### config.mk
export PLATFORM = sky130hd
export DESIGN_NAME = seg7_scan_display
export DESIGN_NICKNAME = d
export VERILOG_FILES = /design/src/rtl/seg7_scan_display.sv
export SDC_FILE = /design/constraint.sdc
export NUM_CORES = 1
export LEC_CHECK = 0
export BUFFER_PORTS_ARGS = -buffer_cell sky130_fd_sc_hd__buf_2
export CORE_MARGIN = 1.5
export CORE_UTILIZATION = 49
export CTS_CLUSTER_DIAMETER = 60
export DETAILED_ROUTE_END_ITERATION = 8
export PLACE_DENSITY = 0.76
export SKIP_LAST_GASP = 1
export SLEW_MARGIN = 30
export SYNTH_ARGS = -nofsm -noshare
export SYNTH_HDL_FRONTEND = slang
export SYNTH_SLANG_ARGS = --single-unit
### constraint.sdc
create_clock -name clk -period 1.95 [get_ports clk]
set_input_delay 0.4875 -clock clk [delete_from_list [all_inputs] [get_ports clk]]
set_output_delay 0.4875 -clock clk [all_outputs]
set_load 0.005 [all_outputs]
### src/rtl/seg7_scan_display.sv
// seg7_scan_display: captures the core output on each instruction commit
// and scans it onto a 4-digit multiplexed hex seven-segment display.
module seg7_scan_display #(
  parameter int SCAN_DIV   = 50000,
  parameter int ACTIVE_LOW = 1,
  parameter int BLANK_LZ   = 1
) (
  input  logic        clk,
  input  logic        rst,
  input  logic [2:0]  phase,
  input  logic [15:0] out_val,
  input  logic        freeze,
  output logic [6:0]  seg,
  output logic        dp,
  output logic [3:0]  an,
  output logic [15:0] shown,
  output logic        commit_pulse
);

  localparam int CW = $clog2(SCAN_DIV);
  localparam logic [CW-1:0] CNT_MAX = CW'(SCAN_DIV - 1);
  localparam bit INV = (ACTIVE_LOW != 0);
  localparam bit BLZ = (BLANK_LZ != 0);
  localparam logic [6:0] SEG_OFF = INV ? 7'h7F : 7'h00;
  localparam logic [3:0] AN_OFF  = INV ? 4'hF : 4'h0;
  localparam logic DP_OFF = INV;

  logic [2:0]    prev_phase;
  logic [CW-1:0] cnt;
  logic [1:0]    idx;
  logic          hb;
  logic          take;
  logic [3:0]    nib;
  logic [3:0]    blank;
  logic          lit;
  logic [6:0]    seg_hi;
  logic [6:0]    seg_n;
  logic [3:0]    an_n;
  logic          dp_n;

  // A commit is the 5 -> 0 phase transition; freeze drops it entirely
  assign take = (prev_phase == 3'd5) && (phase == 3'd0) && !freeze;

  // Capture register, commit strobe and heartbeat
  always_ff @(posedge clk) begin
    if (rst) begin
      prev_phase   <= '0;
      shown        <= '0;
      commit_pulse <= 1'b0;
      hb           <= 1'b0;
    end else begin
      prev_phase   <= phase;
      commit_pulse <= take;
      if (take) begin
        shown <= out_val;
        hb    <= ~hb;
      end
    end
  end

  // Slot prescaler; the digit index advances on each wrap
  always_ff @(posedge clk) begin
    if (rst) begin
      cnt <= '0;
      idx <= '0;
    end else if (cnt == CNT_MAX) begin
      cnt <= '0;
      idx <= idx + 2'd1;
    end else begin
      cnt <= cnt + CW'(1);
    end
  end

  // Active-high drive for the current slot: guard, blanking, decode
  always_comb begin
    nib    = shown[{idx, 2'b00} +: 4];
    blank  = 4'b0000;
    seg_hi = 7'h00;
    if (BLZ) begin
      blank[3] = (shown[15:12] == 4'h0);
      blank[2] = blank[3] && (shown[11:8] == 4'h0);
      blank[1] = blank[2] && (shown[7:4] == 4'h0);
    end
    lit = (cnt != '0) && !blank[idx];
    unique case (nib)
      4'h0: seg_hi = 7'h3F;
      4'h1: seg_hi = 7'h06;
      4'h2: seg_hi = 7'h5B;
      4'h3: seg_hi = 7'h4F;
      4'h4: seg_hi = 7'h66;
      4'h5: seg_hi = 7'h6D;
      4'h6: seg_hi = 7'h7D;
      4'h7: seg_hi = 7'h07;
      4'h8: seg_hi = 7'h7F;
      4'h9: seg_hi = 7'h6F;
      4'hA: seg_hi = 7'h77;
      4'hB: seg_hi = 7'h7C;
      4'hC: seg_hi = 7'h39;
      4'hD: seg_hi = 7'h5E;
      4'hE: seg_hi = 7'h79;
      4'hF: seg_hi = 7'h71;
    endcase
    seg_n = lit ? seg_hi : 7'h00;
    an_n  = lit ? (4'b0001 << idx) : 4'b0000;
    dp_n  = lit && (idx == 2'd0) && hb;
  end

  // Registered pin drive; XOR with the off pattern applies polarity
  always_ff @(posedge clk) begin
    if (rst) begin
      seg <= SEG_OFF;
      an  <= AN_OFF;
      dp  <= DP_OFF;
    end else begin
      seg <= seg_n ^ SEG_OFF;
      an  <= an_n ^ AN_OFF;
      dp  <= dp_n ^ DP_OFF;
    end
  end

endmodule

==> Implementation_results.wiki <==
{| class="wikitable"
! Metric !! Value
|-
| Result of the run || finished, final reports clean
|-
| Arrival time at the worst endpoint || 1.99 ns
|-
| Pre-CTS worst setup slack || roughly 0.1 ns
|-
| Clk slew on worst S/H paths || approximately 0.090 ns
|-
| Number of synthesized register bits || slightly above 50
|-
| Slew Limit Fails || 0
|-
| Wire length of the first global-routing pass || approximately 8.1 mm
|-
| Number of vias per cell after detailed routing || between 5 and 6
|-
| Number of vias after detailed routing || around 1,900
|-
| Total power || ~1.8 mW
|-
| Total number of H-tree levels || 2
|-
| ANT nets after route || 0
|-
| Summed instance area of the synthesized netlist || 2390 um2
|-
| DRT Pass-1 Iters || 4
|-
| Final period util || between 90 and 100%
|-
| Cell row count || 25
|-
| Source-to-sink clock delay at the later pin of the worst-skew pair || around 0.30 ns
|-
| Total wirelength of the detailed-routed design || a little under 5 mm
|-
| Initial DRC Count || 67
|-
| Net count reported at finish || ~330
|-
| Routed WL per cell || between 10 and 15 um
|-
| Count of maximum capacitance violations || 0
|-
| Transition at the pin with the smallest max-transition slack || 0.526 ns
|-
| Clk Tree Root Cell || clkbuf_8
|-
| Critical Path End Type || flip-flop
|-
| Worst clock skew on the final layout || ~0.0067 ns
|-
| Layout overhead on the synthesized area || 18.3%
|-
| Antenna diode count || 0
|-
| Slowest cell on crit path || mux4_2
|-
| Die area || 5300 um2
|-
| CP delay by family, top || multiplexers
|-
| Placed insts || about 360
|-
| TritonCTS clock tree || done
|-
| Synthesized Nets || approximately 280
|-
| Effective utilization at floorplan || between 50% and 60%
|-
| Total of hold buffers inserted after clock tree synthesis || 0
|-
| Fraction of the yosys area taken by sequential cells || between 40% and 50%
|-
| Maximum number of pins on one net before global-route repair || 26
|-
| Post-route insts no fill || ~370
|-
| Setup Crit Path Kind || reg2reg
|-
| Total gr overflow || 0
|-
| Width of the chip || about 73 um
|-
| Min-Delay Endpoint || prev_phase[2]
|-
| Final HPWL DP || about 3.6 mm
|-
| Clock sink total || roughly 50
|-
| RSZ-0062 raised after global routing || false
|-
| Floorplan core area || roughly 4700 um2
|-
| Final setup violation count || 0
|-
| Hold Path Origin || phase[2]
|-
| Leakage dissipation || 1.13 nW
|-
| Weighted congestion at the end of routability-driven global placement || around 0.80
|-
| Worst reg-to-reg setup slack || around 0.14 ns
|-
| Maximum VDD drop || between 0.4 and 0.5 mV
|-
| Critical Path Start Type || flip-flop
|-
| Critical path's largest stage delay || 0.58 ns
|-
| Number of buffer cells added on primary ports || 50
|-
| Num CTS Buffers || 5
|-
| Initial antenna violation count || 0
|-
| Cell breakdown of the critical path || mux4_2 -> ha_1 -> mux2_2 -> nand2_1 -> o211ai_1
|-
| Synth async-reset ratio || 0%
|-
| Relative slew slack || 64.6%
|-
| Number of enable-type register cells in the synthesized netlist || 0
|-
| Library cells used by synthesis || 40
|-
| Reg-to-reg critical path endpoint || seg[6]
|-
| Synth warn || 0
|-
| R2R depth || 5
|-
| Die height || around 73 um
|-
| Number of hold violations in the final report || 0
|-
| Hold crit path type || in2reg
|-
| Number of global-route vias before repair || about 1,800
|-
| Combined global-route utilization of all metal layers || 19.6%
|-
| Number of top-level pins || a little over 50
|-
| Ys flop type || dfxtp_1
|-
| Residual DRC count || 0
|-
| Final critical path time including I/O delays and setup || about 1.8 ns
|-
| Post-route setup slack || 0.139 ns
|-
| Layout cell share with drive strength beyond 1 || 27.2%
|-
| Final sum of negative setup slack || 0 ns
|-
| Tightest hold margin || between 0.4 and 0.5 ns
|-
| Startpoint of the worst-slack reg-to-reg timing path || idx[0]
|-
| Maximum buffer depth of the clock tree || 2
|-
| Average instance area after synthesis || 9.83 um2
|-
| Buffers and inverters on the worst path || 0
|-
| Data required time of the critical path || about 2.1 ns
|-
| Hold Path Depth || 2
|-
| Pwr/cell area || 649 nW/um2
|-
| Cell count after synthesis || 243
|-
| Critical-path maximum fanout || 6
|-
| Achievable clock frequency || around 550 MHz
|}
-- sequential cells by signal, indices dropped and copies added, names as in the netlist --
name,count
an,4
cnt,16
commit_pulse,1
dp,1
hb,1
idx,2
prev_phase,3
seg,7
shown,16
-- power breakdown --
group	internal, mW	switching (mW)	total, mW
Combinational	0.0518	0.0504	0.102
Clock	0.323	0.333	0.656
Sequential	1.06	0.0111	1.08
Total	1.44	0.395	1.83
-- timing repair --
item / CTS / global route
gates resized for setup: 0 / 1
buffers inserted: 0 / 0
endpoints found under the setup margin: 0 / 2
endpoints found under the hold margin: 0 / 0
-- synth_stat cells (3+ instances only) --
cell,instances,share of area [%]
dfxtp_1,51,43
nor2_1,32,5.0
mux2i_1,18,7.5
inv_1,14,2.2
ha_1,12,6.3
nand2_1,10,1.6
nand3_1,10,2.1
xnor2_1,10,3.7
xor2_1,7,2.6
nand4_1,6,1.6
a21oi_1,5,1.0
clkbuf_1,5,0.79
nor3_1,5,1.0
nor4_1,5,1.3
o21ai_0,5,1.0
and3_1,4,1.0
and4_1,4,1.5
mux4_2,4,3.8
nor2b_1,4,1.0
buf_6,3,1.4
mux2_2,3,1.4
o211ai_1,3,0.94
-- how the worst max path moves through the flow --
stage,from,end,slack (ns),cells after the start
2_1_floorplan,idx[0],seg[4],0.04,6
3_3_place_gp,idx[0],seg[4],0.16,5
3_5_place_dp,idx[0],seg[3],0.10,5
4_1_cts,idx[0],seg[3],0.09,5
5_1_grt,idx[1],seg[4],0.04,4
6_report,idx[0],seg[6],0.14,5
-- metal layers --
layer / track usage, % / vias up / part of all wire, %
met5: 0 / - / 0
met4: 8.18 / 0 / 1.8
met3: 4.14 / 13 / 3.5
met2: 31.6 / 37 / 49
met1: 25.4 / 896 / 46
li1: - / 953 / -
-- cell families (layout without fill, tap and decap cells) --
group                    after synthesis  in the layout  synth area share [%]
adder cells (fa/ha/maj)               12             12                  6.28
multiplexers                          27             27                  14.5
AO/OA/AOI/OAI                         20             20                  5.50
buffers and inverters                 26             81                  5.44
XOR/XNOR                              17             17                  6.23
AND/OR/NAND/NOR                       90             90                  19.4
flip-flops                            51             51                  42.7
-- metrics by stage --
stage,utilization [%],area [um2]
6_report,59.9,2830
5_1_grt,59.9,2830
4_1_cts,59.8,2830
3_5_place_dp,57.6,2720
3_3_place_gp,57.6,2720
2_1_floorplan,-,2390
-- layout make-up --
type | count | area, um2
well taps | 67 | 83.8
clock buffers | 7 | 96.3
inverters | 14 | 52.6
clock inverters | 1 | 7.51
multi-input cells | 166 | 1230
repair buffers | 59 | 330
flip-flops and latches | 51 | 1020
fillers | 414 | 1900
-- layout by cell type, fill, tap and decap left out, types with 2 or more instances in the layout --
cell type  instances
a21oi_1            5
ha_1              12
buf_2             50
nor3_1             5
mux4_2             5
o211ai_1           3
mux2i_1           18
dfxtp_1           50
nand3_1           10
o31ai_1            2
o21ai_0            5
inv_1             14
nor2_1            32
nor2b_1            4
nor3b_1            2
nand4_1            6
clkbuf_8           7
and3_1             4
nand2_1           10
xor2_1             7
xnor2_1           10
and4_1             4
mux2_2             3
buf_4              8
nor4_1             5
or4_1              2
(Power assumes the default switching activity.)
